<file path="config.mk">
export PLATFORM = sky130hd
export DESIGN_NAME = set_assoc_cache
export DESIGN_NICKNAME = d
export VERILOG_FILES = /design/src/rtl/set_assoc_cache.sv
export SDC_FILE = /design/constraint.sdc
export NUM_CORES = 1
export LEC_CHECK = 0
export BUFFER_PORTS_ARGS = -buffer_cell sky130_fd_sc_hd__buf_4
export CORE_UTILIZATION = 40
export DETAILED_ROUTE_END_ITERATION = 8
export PLACE_DENSITY = 0.58
export SLEW_MARGIN = 20
export SYNTH_ARGS = -nofsm -noshare
export SYNTH_HDL_FRONTEND = slang
export SYNTH_SLANG_ARGS = --single-unit
</file>
<file path="constraint.sdc">
create_clock -name clk -period 9.5 [get_ports clk]
set_input_delay 1.9 -clock clk [delete_from_list [all_inputs] [get_ports clk]]
set_output_delay 1.9 -clock clk [all_outputs]
set_load 0.01 [all_outputs]
</file>
<file path="src/rtl/set_assoc_cache.sv">
// N-way set-associative, write-back, write-allocate cache with true-LRU replacement,
// a valid/ready CPU port, a req/ack backing-memory port and saturating hit/miss counters.
module set_assoc_cache #(
   parameter int DATA_WIDTH = 32,
   parameter int ADDR_WIDTH = 8,
   parameter int NUM_SETS   = 8,
   parameter int NUM_WAYS   = 2,
   parameter int CNT_WIDTH  = 16
) (
   input  logic                  clk,
   input  logic                  rst,
   input  logic                  req_valid,
   output logic                  req_ready,
   input  logic                  req_write,
   input  logic [ADDR_WIDTH-1:0] req_addr,
   input  logic [DATA_WIDTH-1:0] req_wdata,
   output logic                  resp_valid,
   output logic                  resp_hit,
   output logic [DATA_WIDTH-1:0] resp_rdata,
   output logic                  mem_req,
   output logic                  mem_we,
   output logic [ADDR_WIDTH-1:0] mem_addr,
   output logic [DATA_WIDTH-1:0] mem_wdata,
   input  logic [DATA_WIDTH-1:0] mem_rdata,
   input  logic                  mem_ack,
   output logic [CNT_WIDTH-1:0]  hit_count,
   output logic [CNT_WIDTH-1:0]  miss_count
);
   localparam int INDEX_W = $clog2(NUM_SETS);
   localparam int TAG_W   = ADDR_WIDTH - INDEX_W;
   localparam int WAY_W   = (NUM_WAYS > 1) ? $clog2(NUM_WAYS) : 1;

   typedef enum logic [1:0] {S_IDLE, S_RESP, S_WRITEBACK, S_REFILL} state_t;

   function automatic logic [CNT_WIDTH-1:0] sat_inc(input logic [CNT_WIDTH-1:0] v);
      return (&v) ? v : v + 1'b1;
   endfunction

   state_t                r_state, w_next;
   logic                  r_valid [NUM_SETS][NUM_WAYS];
   logic                  r_dirty [NUM_SETS][NUM_WAYS];
   logic [TAG_W-1:0]      r_tag   [NUM_SETS][NUM_WAYS];
   logic [DATA_WIDTH-1:0] r_data  [NUM_SETS][NUM_WAYS];
   logic [WAY_W-1:0]      r_age   [NUM_SETS][NUM_WAYS];

   logic [ADDR_WIDTH-1:0] r_addr;
   logic [DATA_WIDTH-1:0] r_wdata, r_rdata;
   logic                  r_write, r_hit;
   logic [WAY_W-1:0]      r_way;
   logic [CNT_WIDTH-1:0]  r_hit_cnt, r_miss_cnt;

   logic [INDEX_W-1:0]    w_idx, w_ridx;
   logic [TAG_W-1:0]      w_tag, w_rtag;
   logic                  w_hit, w_inv_found, w_vict_dirty;
   logic [WAY_W-1:0]      w_hit_way, w_inv_way, w_lru_way, w_vict, w_acc_way;

   logic                  w_wr_en, w_wr_dirty, w_clr_dirty, w_touch, w_accept;
   logic                  w_cnt_hit, w_cnt_miss;
   logic [INDEX_W-1:0]    w_wr_idx;
   logic [WAY_W-1:0]      w_wr_way;
   logic [TAG_W-1:0]      w_wr_tag;
   logic [DATA_WIDTH-1:0] w_wr_data;

   assign w_idx  = req_addr[INDEX_W-1:0];
   assign w_tag  = req_addr[ADDR_WIDTH-1:INDEX_W];
   assign w_ridx = r_addr[INDEX_W-1:0];
   assign w_rtag = r_addr[ADDR_WIDTH-1:INDEX_W];

   // Lookup: descending scan so the lowest-index match/invalid way wins.
   always_comb begin
      w_hit       = 1'b0;
      w_hit_way   = '0;
      w_inv_found = 1'b0;
      w_inv_way   = '0;
      w_lru_way   = '0;
      for (int k = NUM_WAYS - 1; k >= 0; k--) begin
         if (r_valid[w_idx][k] && (r_tag[w_idx][k] == w_tag)) begin
            w_hit     = 1'b1;
            w_hit_way = WAY_W'(k);
         end
         if (!r_valid[w_idx][k]) begin
            w_inv_found = 1'b1;
            w_inv_way   = WAY_W'(k);
         end
         if (r_age[w_idx][k] == WAY_W'(NUM_WAYS - 1))
            w_lru_way = WAY_W'(k);
      end
      w_vict       = w_inv_found ? w_inv_way : w_lru_way;
      w_vict_dirty = r_valid[w_idx][w_vict] && r_dirty[w_idx][w_vict];
      w_acc_way    = w_hit ? w_hit_way : w_vict;
   end

   always_ff @(posedge clk) begin
      if (rst) r_state <= S_IDLE;
      else     r_state <= w_next;
   end

   always_comb begin
      w_next      = r_state;
      req_ready   = 1'b0;
      resp_valid  = 1'b0;
      mem_req     = 1'b0;
      mem_we      = 1'b0;
      mem_addr    = '0;
      mem_wdata   = '0;
      w_accept    = 1'b0;
      w_wr_en     = 1'b0;
      w_wr_dirty  = 1'b0;
      w_clr_dirty = 1'b0;
      w_touch     = 1'b0;
      w_cnt_hit   = 1'b0;
      w_cnt_miss  = 1'b0;
      w_wr_idx    = w_ridx;
      w_wr_way    = r_way;
      w_wr_tag    = w_rtag;
      w_wr_data   = r_wdata;
      case (r_state)
         S_IDLE: begin
            req_ready = 1'b1;
            if (req_valid) begin
               w_accept  = 1'b1;
               w_wr_idx  = w_idx;
               w_wr_way  = w_acc_way;
               w_wr_tag  = w_tag;
               w_wr_data = req_wdata;
               if (w_hit) begin
                  w_cnt_hit  = 1'b1;
                  w_touch    = 1'b1;
                  w_wr_en    = req_write;
                  w_wr_dirty = 1'b1;
                  w_next     = S_RESP;
               end else begin
                  w_cnt_miss = 1'b1;
                  if (w_vict_dirty) begin
                     w_next = S_WRITEBACK;
                  end else if (!req_write) begin
                     w_next = S_REFILL;
                  end else begin
                     w_wr_en    = 1'b1;
                     w_wr_dirty = 1'b1;
                     w_touch    = 1'b1;
                     w_next     = S_RESP;
                  end
               end
            end
         end
         S_RESP: begin
            resp_valid = 1'b1;
            w_next     = S_IDLE;
         end
         S_WRITEBACK: begin
            mem_req   = 1'b1;
            mem_we    = 1'b1;
            mem_addr  = {r_tag[w_ridx][r_way], w_ridx};
            mem_wdata = r_data[w_ridx][r_way];
            if (mem_ack) begin
               if (r_write) begin
                  w_wr_en    = 1'b1;
                  w_wr_dirty = 1'b1;
                  w_touch    = 1'b1;
                  w_next     = S_RESP;
               end else begin
                  w_clr_dirty = 1'b1;
                  w_next      = S_REFILL;
               end
            end
         end
         S_REFILL: begin
            mem_req  = 1'b1;
            mem_addr = r_addr;
            if (mem_ack) begin
               w_wr_en   = 1'b1;
               w_wr_data = mem_rdata;
               w_touch   = 1'b1;
               w_next    = S_RESP;
            end
         end
         default: w_next = S_IDLE;
      endcase
   end

   // Control state: valid/dirty/age and counters are the only reset registers.
   always_ff @(posedge clk) begin
      if (rst) begin
         for (int s = 0; s < NUM_SETS; s++) begin
            for (int k = 0; k < NUM_WAYS; k++) begin
               r_valid[s][k] <= 1'b0;
               r_dirty[s][k] <= 1'b0;
               r_age[s][k]   <= WAY_W'(k);
            end
         end
         r_hit_cnt  <= '0;
         r_miss_cnt <= '0;
      end else begin
         if (w_wr_en) begin
            r_valid[w_wr_idx][w_wr_way] <= 1'b1;
            r_dirty[w_wr_idx][w_wr_way] <= w_wr_dirty;
         end
         if (w_clr_dirty) r_dirty[w_ridx][r_way] <= 1'b0;
         if (w_touch) begin
            for (int k = 0; k < NUM_WAYS; k++) begin
               if (WAY_W'(k) == w_wr_way)
                  r_age[w_wr_idx][k] <= '0;
               else if (r_age[w_wr_idx][k] < r_age[w_wr_idx][w_wr_way])
                  r_age[w_wr_idx][k] <= r_age[w_wr_idx][k] + 1'b1;
            end
         end
         if (w_cnt_hit)  r_hit_cnt  <= sat_inc(r_hit_cnt);
         if (w_cnt_miss) r_miss_cnt <= sat_inc(r_miss_cnt);
      end
   end

   always_ff @(posedge clk) begin
      if (w_wr_en) begin
         r_tag[w_wr_idx][w_wr_way]  <= w_wr_tag;
         r_data[w_wr_idx][w_wr_way] <= w_wr_data;
      end
      if (w_accept) begin
         r_addr  <= req_addr;
         r_wdata <= req_wdata;
         r_write <= req_write;
         r_hit   <= w_hit;
         r_way   <= w_acc_way;
         r_rdata <= (w_hit && !req_write) ? r_data[w_idx][w_hit_way] : '0;
      end else if ((r_state == S_REFILL) && mem_ack) begin
         r_rdata <= mem_rdata;
      end
   end

   assign resp_hit   = (r_state == S_RESP) && r_hit;
   assign resp_rdata = (r_state == S_RESP) ? r_rdata : '0;
   assign hit_count  = r_hit_cnt;
   assign miss_count = r_miss_cnt;

endmodule
</file>
* After elaboration in Yosys (flattened, before gate mapping)
Memories as Yosys holds them, arrays and structs flattened. A register that Yosys moved wholly into a read port is not among the register bits. Cells that the tools add are included.
Cells by class: $add $sub $neg 4, $mul 0, div/mod/pow operators 0, magnitude comparators 8, eq/ne operators 8, shifts and indexed selects 0, multiplexer cells 130, bitwise operators 8, reductions and logical operators 21
Operators by type and width (number):
- 32-bit 2-to-1 mux | 14
- 1-bit 2-to-1 mux | 73
- 64-bit 2-to-1 mux | 1
- 32-bit one-hot mux with 2 select lines | 1
- 2-bit 2-to-1 mux | 17
- 16-bit by 1-bit adder with 16-bit output (second input constant) | 2
- 32-bit demux with 1-bit select | 1
- 16-bit AND reduction | 2
- 5-bit 2-to-1 mux | 6
- 3-bit 2-to-1 mux | 8
- 8-bit one-hot mux with 2 select lines | 1
- 5-bit == test | 2
- 10-bit 2-to-1 mux | 1
- 2-bit OR reduction | 5
- 2-bit greater-or-equal comparator (second input constant) | 4
- 1-bit logical AND | 8
- 1-bit NOT with 2-bit output | 4
- 2-bit one-hot mux with 4 select lines | 1
- 2-bit inequality test (second input constant) | 3
- 1-bit one-hot mux with 3 select lines | 2
- 5-bit demux with 1-bit select | 1
- 2-bit == test (second input constant) | 2
- 2-bit by 1-bit < comparator with 1-bit output (second input constant) | 2
- 2-bit AND reduction | 2
- 11 further kinds | 16
Storage, ports and cells: bits in registers 109, latch bits 0, memory bits (writable) 640, memory bits (read-only) 0, input port bits 77, output and inout port bits 109, word-level logic and storage cells 193, memories kept 5
Memory list:
- r_data | words 8, bits a word 64, rd ports 2, clocked after Yosys merged registers in 1, wr ports 1, line 43 | logic [DATA_WIDTH-1:0] r_data [NUM_SETS][NUM_WAYS];
- r_tag | words 8, bits a word 10, rd ports 2, clocked after Yosys merged registers in 1, wr ports 1, line 42 | logic [TAG_W-1:0] r_tag [NUM_SETS][NUM_WAYS];
- r_age | words 8, bits a word 2, rd ports 2, clocked after Yosys merged registers in 0, wr ports 8, line 44 | logic [WAY_W-1:0] r_age [NUM_SETS][NUM_WAYS];
- r_dirty | words 8, bits a word 2, rd ports 1, clocked after Yosys merged registers in 0, wr ports 8, line 41 | logic r_dirty [NUM_SETS][NUM_WAYS];
- r_valid | words 8, bits a word 2, rd ports 1, clocked after Yosys merged registers in 0, wr ports 8, line 40 | logic r_valid [NUM_SETS][NUM_WAYS];

* Logic depth before layout (Yosys ltp)
Gate-level depths: netlist of run 1. An unclocked memory read counts as a cell.
word-level depth 21, mapped depth 14, depth with buffers taken out 11

* Worst setup path after synthesis of run 1
No wires, ideal clock.
path kind input to register, from input port req_addr[0], to memory r_data[0][32] in the netlist's numbering (enable), library setup time 0.431 ns, arrival time 5.655 ns, required time 9.069 ns, slack 3.414 ns, stages on the path 13, path buffers 5, cells stage by stage buf_6 buf_6 buf_8 buf_6 nor3b_1 nor3_1 nor4_4 and4_1 nor3_1 a41oi_2 nand2_1 buf_2 nor2_1
On the way: longest elaborated chain between the ends 15, elaborated cells on any way between the ends 42, those cells by class order compare: 2; eq/ne: 2; mux: 28; bitwise: 2; reduce/logical: 4; memory: 4
Ends and longest elaborated chain:
- start: declaration | line 15 | input logic [ADDR_WIDTH-1:0] req_addr,
- memory 8 x 2 bit (on tied branches)
- 1-bit 2-to-1 mux (on tied branches) (2 in a row) | line 85, 81
- 1-bit 2-to-1 mux | line 88 | w_vict = w_inv_found ? w_inv_way : w_lru_way;
- 1-bit NOT with 2-bit output (not written as such) | line 89 | w_vict_dirty = r_valid[w_idx][w_vict] && r_dirty[w_idx][w_vict];
- 1-bit 2-to-1 mux (not written as such) (3 in a row) | line 89
- 1-bit logical AND | line 89
- 1-bit 2-to-1 mux | line 134 | if (w_vict_dirty) begin
- 1-bit 2-to-1 mux | line 126 | if (w_hit) begin
- 1-bit 2-to-1 mux | line 120 | if (req_valid) begin
- 1-bit one-hot mux with 3 select lines | line 117 | case (r_state)
- 1-bit 2-to-1 mux | line 214 | if (w_wr_en) begin
- 64-bit 2-to-1 mux (not written as such) | line 216 | r_data[w_wr_idx][w_wr_way] <= w_wr_data;
- end: declaration | line 43
Several ways; a longest one is shown, not always the timed one. The select of a mux whose other input is x is not followed.

* Worst setup path after layout of run 1
from input port req_addr[1], to memory r_data[4][49] in the netlist's numbering (enable)
Same word-level chain as after synthesis.

==> flow_metrics.env, run 1 <==
export IMPL_r2r_worst_path_cells=8
export IMPL_root_buffer="sky130_fd_sc_hd__clkbuf_16"
export IMPL_crit_arrival_ns=7.74
export IMPL_netlist_top_cells_area="sky130_fd_sc_hd__edfxtp_1 (59%), sky130_fd_sc_hd__mux4_2 (20%), sky130_fd_sc_hd__dfxtp_1 (3.1%)"
export IMPL_die_height_um=299.6
export IMPL_wirelength_um=101200
export IMPL_transition_time_at_the_pin_with_the_least_slew_margin_ns=1.154
export IMPL_syn_num_nets=2165
export IMPL_first_global_vias=21880
export IMPL_core_area_um2=87290
export IMPL_cts_hold_buffers=0
export IMPL_cts_htree_levels=3
export IMPL_post_synth_top_area_cell="sky130_fd_sc_hd__edfxtp_1"
export IMPL_finalClockSkew_ns=0.02544
export IMPL_postSynth_asyncResetShare=0
export IMPL_yosys_cell_count_top_type="sky130_fd_sc_hd__edfxtp_1"
export IMPL_synthesis_yosys_warnings=0
export IMPL_post_drt_via_cell_ratio=6.145
export IMPL_clock_insertion_delay_worst_skew_ns=0.64
export IMPL_hold_viol=0
export IMPL_worst_r2r_endpoint="r_data[0][55]"
export IMPL_clkSlewWorstSetupHoldPaths_ns=0.06
export IMPL_drt_drc_violations_left=0
export IMPL_cp_max_fo=54
export IMPL_crit_chain="buf_6 -> buf_4 -> nor2b_1 -> a22oi_1 -> nand3_1 -> a21oi_1 -> nand4_1 -> a41oi_2 -> nand2_1 -> nor2_4 -> buf_4"
export IMPL_worst_r2r_startpoint="r_state[0]"
export IMPL_synthesis_area_per_instance_um2=17.01
export IMPL_worst_ir_drop_vdd_uv=161.5
export IMPL_post_synth_inst_count=2082
export IMPL_max_clock_path_buffers=3
export IMPL_grt_pass1_wl_um=148800
export IMPL_min_delay_path_class="reg -> reg"
export IMPL_placedCellCount=3321
export IMPL_reg2reg_setup_slack_ns=4.18
export IMPL_cts_tree="yes"
export IMPL_final_max_slew_violation_count=0
export IMPL_crit_start="req_addr[1]"
export IMPL_fin_tns_setup_ns=0
export IMPL_power_static_leakage_uw=0.01338
export IMPL_dp_hpwl_um=62190
export IMPL_netlist_area_leader_share=0.5918
export IMPL_power_per_cell_area_nw_per_um2=266.7
export IMPL_combinational_family_with_the_most_area_after_synthesis="multiplexers"
export IMPL_boundaryPins=186
export IMPL_num_fill_cells=7408
export IMPL_route_detailed_wl_per_inst_um=29.17
export IMPL_final_global_route_overflow_total=0
export IMPL_status="completed"
export IMPL_list_of_most_frequent_post_synthesis_cells="sky130_fd_sc_hd__edfxtp_1 (698), sky130_fd_sc_hd__mux4_2 (321), sky130_fd_sc_hd__clkbuf_1 (110)"
export IMPL_final_stage_net_count=2334
export IMPL_hp_start="r_valid[7][1]"
export IMPL_route_vias_total=21330
export IMPL_post_synth_xor_area_fraction=0.002720
export IMPL_final_setup_worst_slack_ns=2.075
export IMPL_critical_path_slowest_cell="sky130_fd_sc_hd__nor2_4"
export IMPL_max_slew_margin=0.2306
export IMPL_grt_max_degree=78
export IMPL_timing_critical_path_to="r_data[4][49]"
export IMPL_crit_path_end_kind="flop"
export IMPL_fin_cells=3471
export IMPL_postCtsSetupBuffers=0
export IMPL_maxCapViolations=0
export IMPL_globalplace_congestion=0.8256
export IMPL_max_freq_ghz=0.1347
export IMPL_final_clock_period_utilization_by_the_worst_path=0.7816
export IMPL_synth_compound_area_share=0.06225
export IMPL_placement_io_buffers=185
export IMPL_final_setup_viol_count=0
export IMPL_ys_ff_latch=752
export IMPL_netlist_cell_type_count=68
export IMPL_rsz0062_at_grt="false"
export IMPL_core_rowCount=108
export IMPL_pre_cts_slack_ns=1.529
export IMPL_area_delta_synth_final_pct=15.78
export IMPL_finalWorstPathRequiredPeriod_ns=7.425
export IMPL_synth_adder_area_share=0.002120
export IMPL_synth_edf_count=698
export IMPL_final_core_util=0.4697
export IMPL_grt_usage=0.2269
export IMPL_grt_antenna_before_repair=2
export IMPL_worst_endpoint_required_ns=9.82
export IMPL_crit_type="in -> reg"
export IMPL_synth_simple_gate_area_share=0.05691
export IMPL_share_of_synthesized_area_occupied_by_flip_flops_and_latches=0.6223
export IMPL_synth_main_ff_cell="sky130_fd_sc_hd__edfxtp_1"
export IMPL_die_area_um2=89740
export IMPL_postCtsResizedCells=0
export IMPL_final_layout_size_suffix_gt1_frac=0.3387
export IMPL_initial_core_util=0.4057
export IMPL_drt_pre_antenna_iters=5
export IMPL_path_common_cell="sky130_fd_sc_hd__buf_4"
export IMPL_synthMuxAreaShare=0.2325
export IMPL_chipWidth_um=299.6
export IMPL_critPathLaunchType="primary input"
export IMPL_dr_first_iter_drc_count=2389
export IMPL_slowest_delay_ns=1.01
export IMPL_holdWs_ns=0.4540
export IMPL_detail_route_antenna_nets=0
export IMPL_clkSinkCount=752
export IMPL_synth_cell_area_um2=35420
export IMPL_cts_inserted_buffers=83
worst max-delay path: cells and delay by family:
family | cells | cell delay [ns]
AOI/OAI and AO/OA | 3 | 1.10
buffers and inverters | 3 | 1.69
and+or+nand+nor | 5 | 2.86
power breakdown:
part           leakage (uW)  switching [uW]  internal, uW
registers           0.00683             180          4440
clock network       0.00131            1360          1820
logic               0.00524            1990          1140
total                0.0134            3530          7400
worst min path at each step:
stage,cells past startpoint,slack (ns),to
after floorplan,2,0.42,r_valid[2][0]
after global placement,2,0.43,r_valid[6][1]
after detailed placement,2,0.44,r_valid[7][1]
after CTS,2,0.45,r_valid[7][1]
after global routing,2,0.47,r_valid[7][0]
final,2,0.45,r_valid[7][1]
layout by cell type (no fill, tap or decap), types with 12 or more instances in the layout:
cell type and instances:
sky130_fd_sc_hd__a21o_1 13, sky130_fd_sc_hd__a21oi_1 65, sky130_fd_sc_hd__a221o_1 32, sky130_fd_sc_hd__a22oi_1 46
sky130_fd_sc_hd__and2_1 70, sky130_fd_sc_hd__buf_4 238, sky130_fd_sc_hd__clkbuf_1 15, sky130_fd_sc_hd__clkbuf_16 85
sky130_fd_sc_hd__clkinv_1 12, sky130_fd_sc_hd__clkinv_2 18, sky130_fd_sc_hd__dfxtp_1 51, sky130_fd_sc_hd__edfxtp_1 698
sky130_fd_sc_hd__inv_1 15, sky130_fd_sc_hd__mux2_2 34, sky130_fd_sc_hd__mux2i_1 53, sky130_fd_sc_hd__mux4_2 321
sky130_fd_sc_hd__nand2_1 98, sky130_fd_sc_hd__nand3_1 63, sky130_fd_sc_hd__nor2_1 34, sky130_fd_sc_hd__nor2_4 16
sky130_fd_sc_hd__nor3_1 20, sky130_fd_sc_hd__nor4_1 23, sky130_fd_sc_hd__o21ai_0 83, sky130_fd_sc_hd__o21ai_2 15
sky130_fd_sc_hd__o31ai_1 19, sky130_fd_sc_hd__or3_1 13
registers in the layout, summed over array words and instances, names as in the netlist, named ones only:
name,cells
r_tag,80
r_way,1
hit_count,16
r_write,1
r_rdata,32
r_data,512
r_valid,16
r_dirty,16
r_age,16
r_addr,8
miss_count,16
r_state,2
r_hit,1
r_wdata,32
per-layer routing:
layer  track usage  share of wire  up-vias
met5             0              0        -
met4       0.06329          0.027        0
met3       0.04718          0.079      153
met2        0.3693           0.49      885
met1        0.3094           0.41    11290
li1              -              -     9005
metrics by stage:
stage,total power (uW),area [um2]
after floorplan,6456,35420
final,10940,41010
after detailed placement,7819,38280
after global routing,11350,41000
after global placement,7735,38250
after CTS,11000,40960
logic make-up after synthesis:
group | count (synthesis)
buffers and inverters | 180
AO/OA/AOI/OAI | 327
XOR/XNOR | 11
AND/OR/NAND/NOR | 390
adder cells (fa/ha/maj) | 6
flip-flops | 752
multiplexers | 416
cell type report:
cell class	instances	area (um2)	area share
Sequential cell	752	22050	0.5377
Multi-Input combinational cell	1150	12850	0.3133
Clock buffer	101	2197	0.05358
Timing Repair Buffer	245	1913	0.04665
Tap cell	1155	1445	0.03524
Clock inverter	48	478.0	0.01166
Inverter	19	73.82	0.001800
Antenna cell	1	2.502	0.00006103
No activity file was read; power rests on OpenSTA's default activity.
==> run 2, diff against run 1 <==
==> constraint.sdc (replaced) <==
create_clock -name clk -period 7.5 [get_ports clk]
set_input_delay 1.5 -clock clk [delete_from_list [all_inputs] [get_ports clk]]
set_output_delay 1.5 -clock clk [all_outputs]
set_load 0.01 [all_outputs]
==> flow_metrics.env, run 2 (synthesis gave the netlist of run 1 again) <==
export IMPL_largest_register_ff_count=512
export IMPL_max_slew_margin=0.2590
export IMPL_route_detailed_wl_per_inst_um=29.73
export IMPL_path_common_cell="sky130_fd_sc_hd__buf_4"
export IMPL_core_rowCount=108
export IMPL_rsz0062_at_grt="false"
export IMPL_hold_viol=0
export IMPL_finalClockSkew_ns=0.02858
export IMPL_postCtsResizedCells=0
export IMPL_final_stage_net_count=2353
export IMPL_route_vias_total=21620
export IMPL_grt_antenna_before_repair=2
export IMPL_final_setup_viol_count=0
export IMPL_mostFrequentLayoutCell="sky130_fd_sc_hd__edfxtp_1"
export IMPL_biggest_regs="r_data: 512 flops, r_tag: 80 flops"
export IMPL_first_global_vias=22220
export IMPL_core_area_um2=87290
export IMPL_max_clock_path_buffers=3
export IMPL_final_global_route_overflow_total=0
export IMPL_holdWs_ns=0.4572
export IMPL_crit_type="in -> reg"
export IMPL_die_area_um2=89740
export IMPL_cp_max_fo=80
export IMPL_max_freq_ghz=0.1896
export IMPL_maxCapViolations=0
export IMPL_area_delta_synth_final_pct=16.35
export IMPL_dr_first_iter_drc_count=2266
export IMPL_worst_ir_drop_vdd_uv=273.9
export IMPL_cts_hold_buffers=0
export IMPL_crit_arrival_ns=5.60
export IMPL_cts_htree_levels=3
export IMPL_fin_cells=3495
export IMPL_drt_drc_violations_left=0
export IMPL_crit_chain="buf_6 -> nor2b_1 -> buf_4 -> a22oi_1 -> a21oi_1 -> o22a_1 -> nand4_1 -> a41oi_2 -> nand2_1 -> buf_4 -> nor2_4 -> buf_12"
export IMPL_final_max_slew_violation_count=0
export IMPL_diodes_inserted=0
export IMPL_power_static_leakage_uw=0.01350
export IMPL_crit_path_end_kind="flop"
export IMPL_power_uw=13930
export IMPL_final_clock_period_utilization_by_the_worst_path=0.7033
export IMPL_final_layout_size_suffix_gt1_frac=0.3423
export IMPL_grt_max_degree=81
export IMPL_min_delay_path_class="reg -> reg"
export IMPL_power_per_cell_area_nw_per_um2=338.1
export IMPL_finalWorstPathRequiredPeriod_ns=5.275
export IMPL_slowest_delay_ns=0.70
export IMPL_largest_register="r_data"
export IMPL_initial_core_util=0.4057
export IMPL_num_fill_cells=7450
export IMPL_clock_insertion_delay_worst_skew_ns=0.66
export IMPL_clkSinkCount=752
export IMPL_root_buffer="sky130_fd_sc_hd__clkbuf_16"
export IMPL_die_height_um=299.6
export IMPL_placement_io_buffers=185
export IMPL_boundaryPins=186
export IMPL_clkSlewWorstSetupHoldPaths_ns=0.06
export IMPL_top_library_cells_by_usage_in_the_layout_fill_and_taps_aside="sky130_fd_sc_hd__edfxtp_1 (698), sky130_fd_sc_hd__mux4_2 (321), sky130_fd_sc_hd__buf_4 (256)"
export IMPL_wirelength_um=103900
export IMPL_placedCellCount=3340
export IMPL_fin_tns_setup_ns=0
export IMPL_globalplace_congestion=0.8538
export IMPL_grt_pass1_wl_um=151100
export IMPL_cts_inserted_buffers=83
export IMPL_detail_route_antenna_nets=0
export IMPL_transition_time_at_the_pin_with_the_least_slew_margin_ns=1.111
export IMPL_postCtsSetupBuffers=0
export IMPL_final_setup_worst_slack_ns=2.225
export IMPL_cts_tree="yes"
export IMPL_critical_path_slowest_cell="sky130_fd_sc_hd__buf_6"
export IMPL_dp_hpwl_um=60920
export IMPL_critPathLaunchType="primary input"
export IMPL_chipWidth_um=299.6
export IMPL_drt_pre_antenna_iters=5
export IMPL_post_drt_via_cell_ratio=6.186
export IMPL_pre_cts_slack_ns=1.680
export IMPL_grt_usage=0.2314
export IMPL_reg2reg_setup_slack_ns=2.87
export IMPL_worst_endpoint_required_ns=7.83
export IMPL_status="completed"
run 2: changes by cell type in the layout (fill, tap and decap cells not counted), moves of 2 or more:
cell / before / now
sky130_fd_sc_hd__buf_4: 238 / 256
sky130_fd_sc_hd__o21ai_0: 83 / 88
sky130_fd_sc_hd__bufinv_16: 6 / 10
sky130_fd_sc_hd__clkinv_1: 12 / 15
sky130_fd_sc_hd__clkinv_4: 3 / 0
sky130_fd_sc_hd__o21ai_2: 15 / 12
sky130_fd_sc_hd__clkbuf_16: 85 / 83
sky130_fd_sc_hd__clkinvlp_4: 2 / 4
sky130_fd_sc_hd__o21ai_1: 4 / 2
run 2: routing by layer:
| layer | up-vias | global-route usage | share of wire |
|---|---|---|---|
| li1 | 9079 | - | - |
| met1 | 11470 | 0.3177 | 0.41 |
| met2 | 912 | 0.3735 | 0.48 |
| met3 | 155 | 0.04175 | 0.077 |
| met4 | 0 | 0.07629 | 0.028 |
| met5 | - | 0 | 0 |
run 2: path summary, 6_finish.rpt:
path | startpoint | to | depth (start not counted)
worst max-delay path | req_addr[1] | r_tag[1][2] | 12
worst max register to register | r_state[0] | r_age[0][0] | 11
worst min register to register | r_valid[5][0] | r_valid[5][0] | 2
worst min-delay path | r_valid[5][0] | r_valid[5][0] | 2
run 2: power by group:
group          switching [uW]  leakage (uW)  internal (uW)
registers                 264       0.00683           5620
clock network            1720       0.00135           2420
logic                    2440       0.00533           1460
run 2: critical path: cells and delay by family:
family / cells / cell delay [ns]
AOI/OAI and AO/OA: 4 / 0.94
buffers and inverters: 4 / 1.55
and+or+nand+nor: 4 / 1.56
run 2: area by class of cell:
class | count | area, um2 | share of cell area
Clock buffer | 101 | 2165 | 0.05253
Clock inverter | 54 | 590.6 | 0.01433
Tap cell | 1155 | 1445 | 0.03507
Sequential cell | 752 | 22050 | 0.5352
Inverter | 19 | 73.82 | 0.001791
Timing Repair Buffer | 264 | 2068 | 0.05019
Multi-Input combinational cell | 1150 | 12810 | 0.3109
run 2: per-stage QoR:
| step | cell area [um2] | util |
|---|---|---|
| 3_5_place_dp | 38410 | 0.4400 |
| 2_1_floorplan | 35420 | - |
| 5_1_grt | 41210 | 0.4721 |
| 6_report | 41210 | 0.4721 |
| 4_1_cts | 41170 | 0.4716 |
| 3_3_place_gp | 38410 | 0.4400 |
